<file path="config.mk">
export PLATFORM = sky130hd
export DESIGN_NAME = fetch_ctrl
export DESIGN_NICKNAME = d
export VERILOG_FILES = /design/src/rtl/fetch_ctrl.sv
export SDC_FILE = /design/constraint.sdc
export NUM_CORES = 1
export LEC_CHECK = 0
export BUFFER_PORTS_ARGS = -buffer_cell sky130_fd_sc_hd__buf_4
export CAP_MARGIN = 5
export CORE_UTILIZATION = 53
export CTS_BUF_LIST = sky130_fd_sc_hd__clkbuf_8 sky130_fd_sc_hd__clkbuf_16
export DETAILED_ROUTE_END_ITERATION = 16
export PLACE_DENSITY = 0.86
export SYNTH_ARGS = -nofsm -noshare
export SYNTH_HDL_FRONTEND = slang
export SYNTH_SLANG_ARGS = --single-unit
export TNS_END_PERCENT = 20
</file>
<file path="constraint.sdc">
create_clock -name clk -period 3.11 [get_ports clk]
set_clock_uncertainty 0.15 [all_clocks]
set_input_delay 0.1555 -clock clk [delete_from_list [all_inputs] [get_ports clk]]
set_output_delay 0.1555 -clock clk [all_outputs]
set_load 0.01 [all_outputs]
</file>
<file path="src/rtl/fetch_ctrl.sv">
// fetch_ctrl: instruction fetch sequencer with branch squash and optional fetch timeout.
// Optional feature: define FETCH_TIMEOUT_EN to enable the imem_ack timeout and ERR state.
module fetch_ctrl #(
    parameter logic [15:0] RESET_PC = 16'h0000,
    parameter logic [15:0] PC_STEP  = 16'd2,
    parameter int          TIMEOUT  = 16
) (
    input  logic        clk,
    input  logic        rst,
    input  logic [15:0] pc_cur,
    output logic [15:0] pc_next,
    output logic        imem_req,
    output logic [15:0] imem_addr,
    input  logic        imem_ack,
    input  logic [15:0] imem_rdata,
    input  logic        branch_taken,
    input  logic [15:0] branch_target,
    input  logic        stall,
    output logic [15:0] instr_out,
    output logic [15:0] instr_pc,
    output logic        instr_valid,
    output logic        fetch_err
);
    typedef enum logic [1:0] {IDLE, REQ, HOLD, ERR} state_t;
    state_t state, state_nx;
    logic squash;
    logic [15:0] pending;
    logic timeout_hit;
    logic redirect;
    assign imem_addr = pc_cur;
    assign redirect = squash || branch_taken;
`ifdef FETCH_TIMEOUT_EN
    localparam int CW = $clog2(TIMEOUT + 1);
    logic [CW-1:0] cnt;
    assign timeout_hit = !imem_ack && (cnt == CW'(TIMEOUT - 1));
    // Counter sits at zero outside REQ, so entering REQ always starts a fresh count.
    always_ff @(posedge clk) begin
        if (rst) begin
            cnt <= '0;
            fetch_err <= 1'b0;
        end else if (state != REQ || imem_ack) begin
            cnt <= '0;
        end else begin
            cnt <= cnt + 1'b1;
            fetch_err <= fetch_err | timeout_hit;
        end
    end
`else
    localparam int timeout_unused = TIMEOUT;
    assign timeout_hit = 1'b0;
    assign fetch_err = 1'b0;
`endif
    always_comb begin
        state_nx = state;
        imem_req = 1'b0;
        pc_next = pc_cur;
        if (rst) begin
            pc_next = RESET_PC;
        end else begin
            case (state)
                IDLE: begin
                    pc_next = RESET_PC;
                    state_nx = REQ;
                end
                REQ: begin
                    imem_req = 1'b1;
                    if (imem_ack) begin
                        pc_next = branch_taken ? branch_target : squash ? pending : pc_cur + PC_STEP;
                        state_nx = redirect ? REQ : HOLD;
                    end else if (timeout_hit) begin
                        state_nx = ERR;
                    end
                end
                HOLD: begin
                    pc_next = branch_taken ? branch_target : pc_cur;
                    state_nx = (branch_taken || !stall) ? REQ : HOLD;
                end
                default: ;
            endcase
        end
    end
    always_ff @(posedge clk) begin
        if (rst) begin
            state <= IDLE;
            instr_valid <= 1'b0;
            instr_out <= '0;
            instr_pc <= '0;
            squash <= 1'b0;
            pending <= '0;
        end else begin
            state <= state_nx;
            if (state == REQ && imem_ack) begin
                squash <= 1'b0;
                if (!redirect) begin
                    instr_out <= imem_rdata;
                    instr_pc <= pc_cur;
                    instr_valid <= 1'b1;
                end
            end else if (state == REQ && branch_taken) begin
                squash <= 1'b1;
                pending <= branch_target;
            end
            if (state == HOLD && (branch_taken || !stall))
                instr_valid <= 1'b0;
        end
    end
endmodule
</file>
Word-level counts from Yosys, hierarchy flattened
Index checks and enable logic that the tools add are counted.
{"block": "totals", "ram_bits": 0, "n_memories": 0, "in_bits": 53, "register_bits": 52, "mem_bits_ro": 0, "latchBits": 0}
{"block": "classes", "addsub": 1, "div_mod_pow": 0, "mux": 12, "magnitude_cmp": 0, "reduce_logical": 13, "eq_ne": 3, "bitwise_logic": 2, "n_shift": 0, "multipliers": 0}
{"cell": "$mux 16", "count": 5}
{"cell": "$pmux 16 s3", "count": 1}
{"cell": "$add 16x2->16 const B", "count": 1}
{"cell": "$mux 2", "count": 3}
{"cell": "$pmux 2 s3", "count": 1}
{"cell": "$reduce_and 2->1", "count": 3}
{"cell": "$reduce_or 2->1", "count": 2}
{"cell": "$logic_and 1x1->1", "count": 3}
{"cell": "$reduce_bool 3->1", "count": 1}
{"cell": "$eq 2x1->1 const B", "count": 1}
{"cell": "$eq 2x2->1 const B", "count": 1}
{"cell": "$logic_not 2->1", "count": 1}
{"cell": "$logic_or 1x1->1", "count": 2}
{"cell": "$mux 1", "count": 2}
{"cell": "$ne 2x2->1 const B", "count": 1}
{"cell": "$not 1->1", "count": 2}
{"cell": "$logic_not 1->1", "count": 1}

Logic depth before layout (Yosys ltp)
Gate-level depths: netlist (run 1).
{"block": "logic_depth", "depth_word": 6, "ltp_mapped": 9, "depth_no_buf": 7}

Least setup slack after synthesis (run 1)
OpenSTA, ideal clock, no wires.
{"block": "synth_path", "path_kind": "register -> output", "startpoint": "register state[0]", "endpoint": "output pc_next[7]", "n_path_buf": 2, "setup_slack_ns": 1.131, "stages_incl_launch_ff": 8, "arrival_ns": 1.673, "cell_sequence": "dfxtp_1 -> ha_1 -> nor2b_2 -> or2_1 -> buf_2 -> buf_2 -> a21oi_1 -> a2111oi_1"}
{"block": "synth_via", "elab_chain_cells": 3, "word_cells_on_any_way": 5, "classes_between": "eq/ne: 2; mux: 2; reduce/logical: 1"}
{"item": "start, declared", "line_no": "25", "text": "state_t state, state_nx;"}
{"item": "start signal, assigned", "line_no": "91", "text": "state <= state_nx;"}
{"item": "$eq 2x2->1 (tied with other cells)", "line_no": "60", "text": "case (state)"}
{"item": "$pmux 16 s3 (*)", "line_no": "60"}
{"item": "$mux 16 (*)", "line_no": "57", "text": "if (rst) begin"}
{"item": "end, declared", "line_no": "11", "text": "output logic [15:0] pc_next,"}
Every way passes the cells marked *; elsewhere a longest branch is shown, timed or not.

Final worst setup path (run 1)
Ends and elaborated chain as after synthesis.

==> impl_summary.md, run 1 <==
Outcome
The run finished, with violations left. The final reports fail on negative hold slack.

Die
The area enclosed by the die boundary is 6210 um2. Once the floorplan was initialized, standard cells occupied 55.8% of the core. The number of top-level pins is 120.

Row generation in the floorplan step produced 27 rows. In this run the vertical extent of the chip is 78.8 um. In this run the horizontal extent of the chip is between 70 and 80 um. After floorplanning, the core was sized to cover 5610 um2.

Timing
The final cycle utilization of the critical path is 90.2%. The tightest hold path in the finished design has a slack of -0.000687 ns. The slew of the pin with the lowest slew margin is 0.731 ns.

The number of pins with negative max-slew slack in the final report is 0. For the final routed database, the setup TNS stands at 0 ns. The minimum clock period is 2.80 ns. The maximum achievable frequency is 357 MHz.

Setup repair after global routing left no endpoint under its margin. Setup violations remaining at the end of the flow were counted as 0. The worst relative slew slack is 51.3%. The number of hold violations in the final report was 1.

Placed design
The number of cells in the design after placement is 588. The count of port buffers added during placement is about 120. The congestion estimate from routability-driven global placement came to 0.920. The HPWL after detailed placement is 6490 um.

Clocking
The count of clock tree sinks is 52. The insertion delay to the later sink of the worst-skew pair is 0.31 ns. The H-tree was split into 2 levels. The TritonCTS clock tree is done.

The longest clock path from root to sink contains 2 buffers. The clock transition at the register clock pins on the worst setup and hold paths after CTS is 0.10 ns. The cell sitting at the root of the clock tree is a sky130_fd_sc_hd__clkbuf_8.

Clock tree synthesis inserted a total of 5 buffers.

Logic synthesis
The share of flip-flops with an asynchronous set or reset is 0%. Yosys mapped the design onto 50 distinct sky130hd cell types. For this run, the number of Yosys warnings is 0. Averaged over all synthesized cells, the footprint is 7.03 um2.

In this run, synthesis produced a sequential element count of 52. Yosys mapped a number of flops with a built-in enable equal to 0. After synthesis, flip-flops and latches occupy about 33% of the total area. Synthesis produced a netlist whose cell count is 445. After synthesis the cells add up to 3130 um2. The number of nets handed over by synthesis was 502. For this run, the leading register cell type out of synthesis is sky130_fd_sc_hd__dfxtp_1.

Finish
Cells with a size suffix above 1 make up 25.1% of the layout. The final-layout fill cell count is 406. In the layout the commonest cells are 123 x sky130_fd_sc_hd__buf_4, 122 x sky130_fd_sc_hd__nand2_1, 75 x sky130_fd_sc_hd__a21oi_1. The number of standard cells in the final layout excluding fillers is 643. The net total in the final layout is 626. The commonest non-fill, non-tap cell in the layout is sky130_fd_sc_hd__buf_4.

The area added between synthesis and finish is 41.4%.

Power
Combinational logic is responsible for about a third of the overall power. The cell-internal power is 1.09 mW. For this design the total switching power over the nets is around 0.54 mW. The switching power share of the total is between 30% and 40%. The leakage power total is 1.85 nW. The clock power share is between 20% and 30%. For this design the ratio of total power to cell area is 369 nW/um2.

The peak supply drop is 0.371 mV. The relative contribution of sequential cells to total power is 44.0%.

Drt
Across all layers, the routed design uses around 3,700 vias. The final wirelength is 10,500 um. After the first detailed-routing iteration, the DRC count stood at 389. The average detailed-routed wire length per instance is 16.3 um.

The detailed-route DRC error count is 0. The pre-antenna-repair detailed-routing pass consisted of 5 iterations. The vias per cell is between 5 and 6. The detail route stage leaves a number of antenna-violating nets equal to 0.

Setup path
The worst setup path is launched from a flop. The data required time at the worst endpoint is 2.80 ns. The critical path capture point type is an output port. The class of the most critical setup path is reg -> out. The arrival time of data at the critical path endpoint is 2.50 ns. The peak fanout along the critical path is 14.

Worst hold path
The worst hold path belongs to the class in -> reg.

Global routing
The total overflow left after global routing is 0. The number of antenna violations at the first check in global routing is 0. The pin count of the biggest net entering global routing is 71. The number of global-route vias before repair came to ~3,400. The first global-routing pass estimated 16,500 um of wire. The total global routing track utilization is around a third.

Run
The tool flagged a number of max-cap violations equal to 0.
[per-layer routing]
metal  wire, um  vias up  share of wire (%)  track usage (%)
met5          0        -                  0                0
met4        387        0                3.7             14.2
met3        823       45                7.9             5.40
met2       5130      233                 49             58.4
met1       4130     1668                 39             41.3
li1           -     1751                  -                -
[power groups by stage]
| stage | Sequential [mW] | Combinational, mW | Clock [mW] |
|---|---|---|---|
| floorplan | 0.735 | 0.265 | 0 |
| detailed placement | 0.733 | 0.445 | 0 |
| CTS | 0.717 | 0.496 | 0.403 |
| finish | 0.718 | 0.513 | 0.401 |
| global route | 0.721 | 0.554 | 0.420 |
| global placement | 0.730 | 0.438 | 0 |
[synth_stat cells (5+ instances only)]
master | number | area, um2
sky130_fd_sc_hd__a211oi_1 | 5 | 37.5
sky130_fd_sc_hd__buf_4 | 17 | 128
sky130_fd_sc_hd__a221oi_1 | 6 | 52.6
sky130_fd_sc_hd__o21ai_0 | 14 | 70.1
sky130_fd_sc_hd__xnor2_1 | 5 | 43.8
sky130_fd_sc_hd__nand2_1 | 122 | 458
sky130_fd_sc_hd__nand2b_1 | 5 | 31.3
sky130_fd_sc_hd__a21oi_1 | 75 | 375
sky130_fd_sc_hd__dfxtp_1 | 52 | 1040
sky130_fd_sc_hd__nor2_1 | 14 | 52.6
sky130_fd_sc_hd__clkbuf_1 | 13 | 48.8
sky130_fd_sc_hd__nor3_1 | 5 | 25.0
sky130_fd_sc_hd__inv_1 | 17 | 63.8
sky130_fd_sc_hd__buf_2 | 21 | 105
[critical path, cell delays in order (launching register included)]
cell and delay, ns:
sky130_fd_sc_hd__dfxtp_1 0.41, sky130_fd_sc_hd__ha_1 0.38, sky130_fd_sc_hd__nor2b_2 0.38, sky130_fd_sc_hd__or2_4 0.28, sky130_fd_sc_hd__o22ai_1 0.10, sky130_fd_sc_hd__a2111oi_1 0.45
sky130_fd_sc_hd__buf_4 0.20
[cells by family after synthesis]
family / after synthesis / share of synthesized area, %
AOI/OAI and AO/OA: 132 / 25.3
buffers and inverters: 69 / 11.2
and+or+nand+nor: 176 / 25.2
DFF: 52 / 33.3
muxes: 5 / 1.64
xor gates and xnor gates: 6 / 1.68
adders and majority gates: 4 / 1.60
other: 1 / 0.120
[path summary, 6_finish.rpt]
| kind | startpoint | endpoint | slack (ns) | depth (start not counted) |
|---|---|---|---|---|
| worst min-delay path | pc_cur[6] | instr_pc[6] | -0.0007 | 3 |
| worst max register to register | state[0] | instr_out[1] | 0.98 | 6 |
| worst max-delay path | state[0] | pc_next[7] | 0.31 | 6 |
| worst min register to register | instr_out[15] | instr_out[15] | 0.31 | 2 |
[cell type report]
class	instances	area [um2]	area share, %
Inverter	17	63.8	1.44
Clock buffer	5	68.8	1.56
Tap cell	72	90.1	2.04
Multi-Input combinational cell	324	1750	39.6
Clock inverter	3	21.3	0.481
Antenna cell	1	2.50	0.0566
Timing Repair Buffer	169	1380	31.3
Sequential cell	52	1040	23.5
[registers in the layout, summed over array words and instances (netlist names)]
register / cells
instr_out: 16
instr_pc: 16
pending: 16
state: 2
instr_valid: 1
squash: 1
[through the flow]
| stage | util [%] | hold slack (ns) | worst slack, ns | area [um2] | power [mW] |
|---|---|---|---|---|---|
| after global routing | 78.8 | 0.0115 | 0.197 | 4420 | 1.70 |
| after CTS | 78.7 | 0.00458 | 0.169 | 4410 | 1.62 |
| after global placement | 68.9 | 0.253 | 0.670 | 3860 | 1.17 |
| after detailed placement | 68.9 | 0.262 | 0.524 | 3860 | 1.18 |
| after floorplan | - | 0.141 | 1.13 | 3130 | 1.00 |
| final | 78.8 | -0.000687 | 0.306 | 4420 | 1.63 |
[timing repair]
action	CTS	global route
endpoints found under the setup margin	0	2
hold buffers	46	0
buffers inserted	0	0
resized for setup	0	2
endpoints found under the hold margin	46	0
Note: power is estimated with default switching activity, not from simulation.
==> run 2, diff against run 1 <==
--- a/config.mk
+++ b/config.mk
@@ -7,10 +7,13 @@
 export LEC_CHECK = 0
 export BUFFER_PORTS_ARGS = -buffer_cell sky130_fd_sc_hd__buf_4
 export CAP_MARGIN = 5
-export CORE_UTILIZATION = 53
+export CELL_PAD_IN_SITES_DETAIL_PLACEMENT = 1
+export CELL_PAD_IN_SITES_GLOBAL_PLACEMENT = 1
+export CORE_UTILIZATION = 36
 export CTS_BUF_LIST = sky130_fd_sc_hd__clkbuf_8 sky130_fd_sc_hd__clkbuf_16
 export DETAILED_ROUTE_END_ITERATION = 16
-export PLACE_DENSITY = 0.86
+export GPL_ROUTABILITY_DRIVEN = 0
+export PLACE_DENSITY_LB_ADDON = 0.1
 export SYNTH_ARGS = -nofsm -noshare
 export SYNTH_HDL_FRONTEND = slang
 export SYNTH_SLANG_ARGS = --single-unit
==> impl_summary.md, run 2 (synthesized netlist as in run 1, its figures left out) <==
Outcome
The run finished with clean final reports.

Die
The number of top-level pins is 120 (unchanged). The area enclosed by the die boundary is 9060 um2 (+46%). The area inside the core boundary came to 8300 um2 (+48%). The width of the chip is 95.2 um (+21%). The number of rows in the core area is 33 (+22%). The effective utilization at floorplan is 37.7% (-18 points). The height of the die is 95.2 um (+21%).

Run
The count of max-cap constraint violations is 0 (unchanged).

Drt
The total via count in the routed design is 3,537 (-4.3%). The vias per cell is 5.21 (-9.4%). The final wirelength is 11,300 um (+7.9%). The remaining antenna violation count after routing is 0 (unchanged). The average detailed-routed wire length per instance is 16.6 um (+2.2%). The detailed-route DRC error count was 0 (unchanged).

The number of detailed-route iterations in the first pass came to 4 (-1). The detailed router's first-iteration violation count is 168 (-57%).

Finish
The number of diodes is 0 (-1). The multi-input combinational cell area is 1750 um2 (-0.29%). The commonest non-fill, non-tap cell in the layout is sky130_fd_sc_hd__buf_4. The sequential cell area in the final layout is 1040 um2 (unchanged). The post-route cell area came to 4500 um2 (+1.7%).

The share of final-layout standard cells stronger than drive strength 1 is 25.1% (about the same). The area added between synthesis and finish is 43.8%. In the final layout, the registers with the most flip-flops are instr_out: 16 flops, instr_pc: 16 flops, pending: 16 flops. In the layout the commonest cells are 125 x sky130_fd_sc_hd__buf_4, 122 x sky130_fd_sc_hd__nand2_1, 75 x sky130_fd_sc_hd__a21oi_1. The final-layout fill cell count was 1,042 (+160%). The number of standard cells in the final layout excluding fillers is 679 (+5.6%).

The core occupancy in the finished layout is 54.2% (-25 points). The net total in the final layout came to 630 (+0.64%).

Placed design
The HPWL after detailed placement came to 7480 um (+15%). The post-place setup slack came to 0.479 ns (-0.0451 ns). The number of cells in the design after placement is 623 (+6.0%).

The cell area after placement is 3920 um2 (+1.5%). The count of port buffers added during placement is 118 (unchanged).

Power
The power density relative to cell area is 372 nW/um2 (+0.77%). The net switching power was 0.570 mW (+5.7%). The leakage power total came to 1.87 nW (+0.98%). The part of the total power dissipated in combinational logic is 31.2% (-0.2 points). The switching power share of the total is 34.1% (+1.0 points). The peak supply drop is 0.214 mV (-42%). The relative contribution of sequential cells to total power is 42.7% (-1.3 points). The clock power share is 26.1% (+1.5 points). The cell-internal power is 1.10 mW (+0.90%).

Global routing
The pin count of the biggest net entering global routing came to 71 (unchanged). The global-route met2 utilization came to 46.2% (-12 points). The wire length of the first global-routing pass came to 17,800 um (+7.8%).

The remaining global-route overflow is 0 (unchanged). The global routing usage on met3 is 3.99% (-1.4 points). The met1 demand-to-capacity share in global routing came to 31.7% (-9.6 points). The number of antenna violations at the first check in global routing is 0 (unchanged). After global routing, the most crowded layer is met2. The number of global-route vias before repair came to 3,598 (+6.7%). The total global routing track utilization is 25.4% (-8.4 points).

Timing
The total negative setup slack is 0 ns (unchanged). The minimum clock period is 2.79 ns (-0.0124 ns). The number of setup violations in the final report is 0 (unchanged). The worst relative slew slack is 48.4% (-2.9 points). The maximum achievable frequency is 358 MHz (+0.44%). The final cycle utilization of the critical path came to 89.8% (-0.40 points). The number of hold violations in the final report is 0 (-1). The slew of the pin with the lowest slew margin is 0.774 ns (+0.0433 ns). Setup repair after global routing left no endpoint under its margin. The worst setup margin was 0.318 ns (+0.0124 ns). The number of pins with negative max-slew slack in the final report is 0 (unchanged).

Clocking
Clock tree synthesis selected as its root buffer the cell sky130_fd_sc_hd__clkbuf_8. The buffer depth of the longest clock path came to 2 (unchanged). The insertion delay to the later sink of the worst-skew pair is 0.32 ns (about the same).

The clock transition at the register clock pins on the worst setup and hold paths after CTS came to 0.11 ns (about the same). The number of buffers inserted during clock tree synthesis was 5 (unchanged). The count of clock tree sinks is 52 (unchanged). The maximum level of the CTS H-tree is 2 (unchanged). The TritonCTS clock tree is done.

Setup path
The endpoint of the worst setup timing path is pc_next[3]. The peak fanout along the critical path was 16 (+2). The launching element of the worst setup path is state[0]. The critical path goes through inv_1, ha_1, and2_1, nor2b_1, o22ai_1, a211oi_1, buf_4. The flop-to-flop setup slack is 0.96 ns (-0.02 ns). The data required time at the worst endpoint is 2.80 ns (about the same). The maximum cell stage delay along the critical path was 0.50 ns (+0.05 ns).

The critical path in this run is classified as reg -> out. The critical path capture point type is an output port. The endpoint identified for the worst register-to-register timing path is instr_valid.

The slowest cell on the critical path is sky130_fd_sc_hd__ha_1. The length in cells of the worst reg-to-reg path is 6 (unchanged). The startpoint of the lowest-slack register-to-register path is state[0]. The startpoint class of the critical path is a flop.

The arrival time of data at the critical path endpoint was 2.49 ns (about the same).

Worst hold path
The worst hold path cell count was 4 (+1). The path class of the tightest hold or removal check is in -> reg.
run 2: changes by cell type in the layout (fill, tap and decap cells not counted), sizes merged:
cell         before  now
buf             123  125
dlygate4sd3      46   48
diode             1    0
run 2: metrics by stage:
stage / hold slack, ns / total power, mW
6_report: 0.120 / 1.67
5_1_grt: 0.140 / 1.76
4_1_cts: 0.111 / 1.68
3_5_place_dp: 0.262 / 1.20
3_3_place_gp: 0.254 / 1.18
2_1_floorplan: 0.141 / 1.00
run 2: how the worst min path moves through the flow:
stage	start	end	slack, ns
2_1_floorplan	branch_target[13]	pending[13]	0.14
3_3_place_gp	imem_rdata[8]	instr_out[8]	0.25
3_5_place_dp	imem_rdata[2]	instr_out[2]	0.26
4_1_cts	stall	instr_valid	0.11
5_1_grt	stall	instr_valid	0.14
6_report	stall	instr_valid	0.12
run 2: what timing repair did:
action | in CTS | in global routing
hold buffers | 48 | 0
hold endpoints to repair | 48 | 0
resized for setup | 0 | 1
setup endpoints to repair | 0 | 1
buffers inserted | 0 | 0
run 2: layer usage:
metal / share of wire [%] / routed length (um)
met2: 49 / 5530
met3: 5.6 / 636
met4: 0.81 / 91
met1: 45 / 5050
met5: 0 / 0
run 2: worst max-delay path, delay by kind of cell (launching register included):
family	cells	cell delay [ns]
adder cells (fa/ha/maj)	1	0.50
buffers and inverters	2	0.24
AND/OR/NAND/NOR	2	0.64
AO/OA/AOI/OAI	2	0.44
flip-flops	1	0.36
run 2: power groups by stage:
stage | clock [mW] | sequential [mW] | combinational [mW]
2_1_floorplan | 0 | 0.735 | 0.265
3_3_place_gp | 0 | 0.728 | 0.457
3_5_place_dp | 0 | 0.730 | 0.468
4_1_cts | 0.449 | 0.714 | 0.518
5_1_grt | 0.475 | 0.718 | 0.569
6_report | 0.437 | 0.714 | 0.522
run 2: final cells by class:
| type | count | share of cell area [%] |
|---|---|---|
| Multi-Input combinational cell | 324 | 38.8 |
| Timing Repair Buffer | 173 | 31.6 |
| Sequential cell | 52 | 23.1 |
| Tap cell | 105 | 2.92 |
| Clock buffer | 5 | 1.53 |
| Inverter | 17 | 1.42 |
| Clock inverter | 3 | 0.612 |
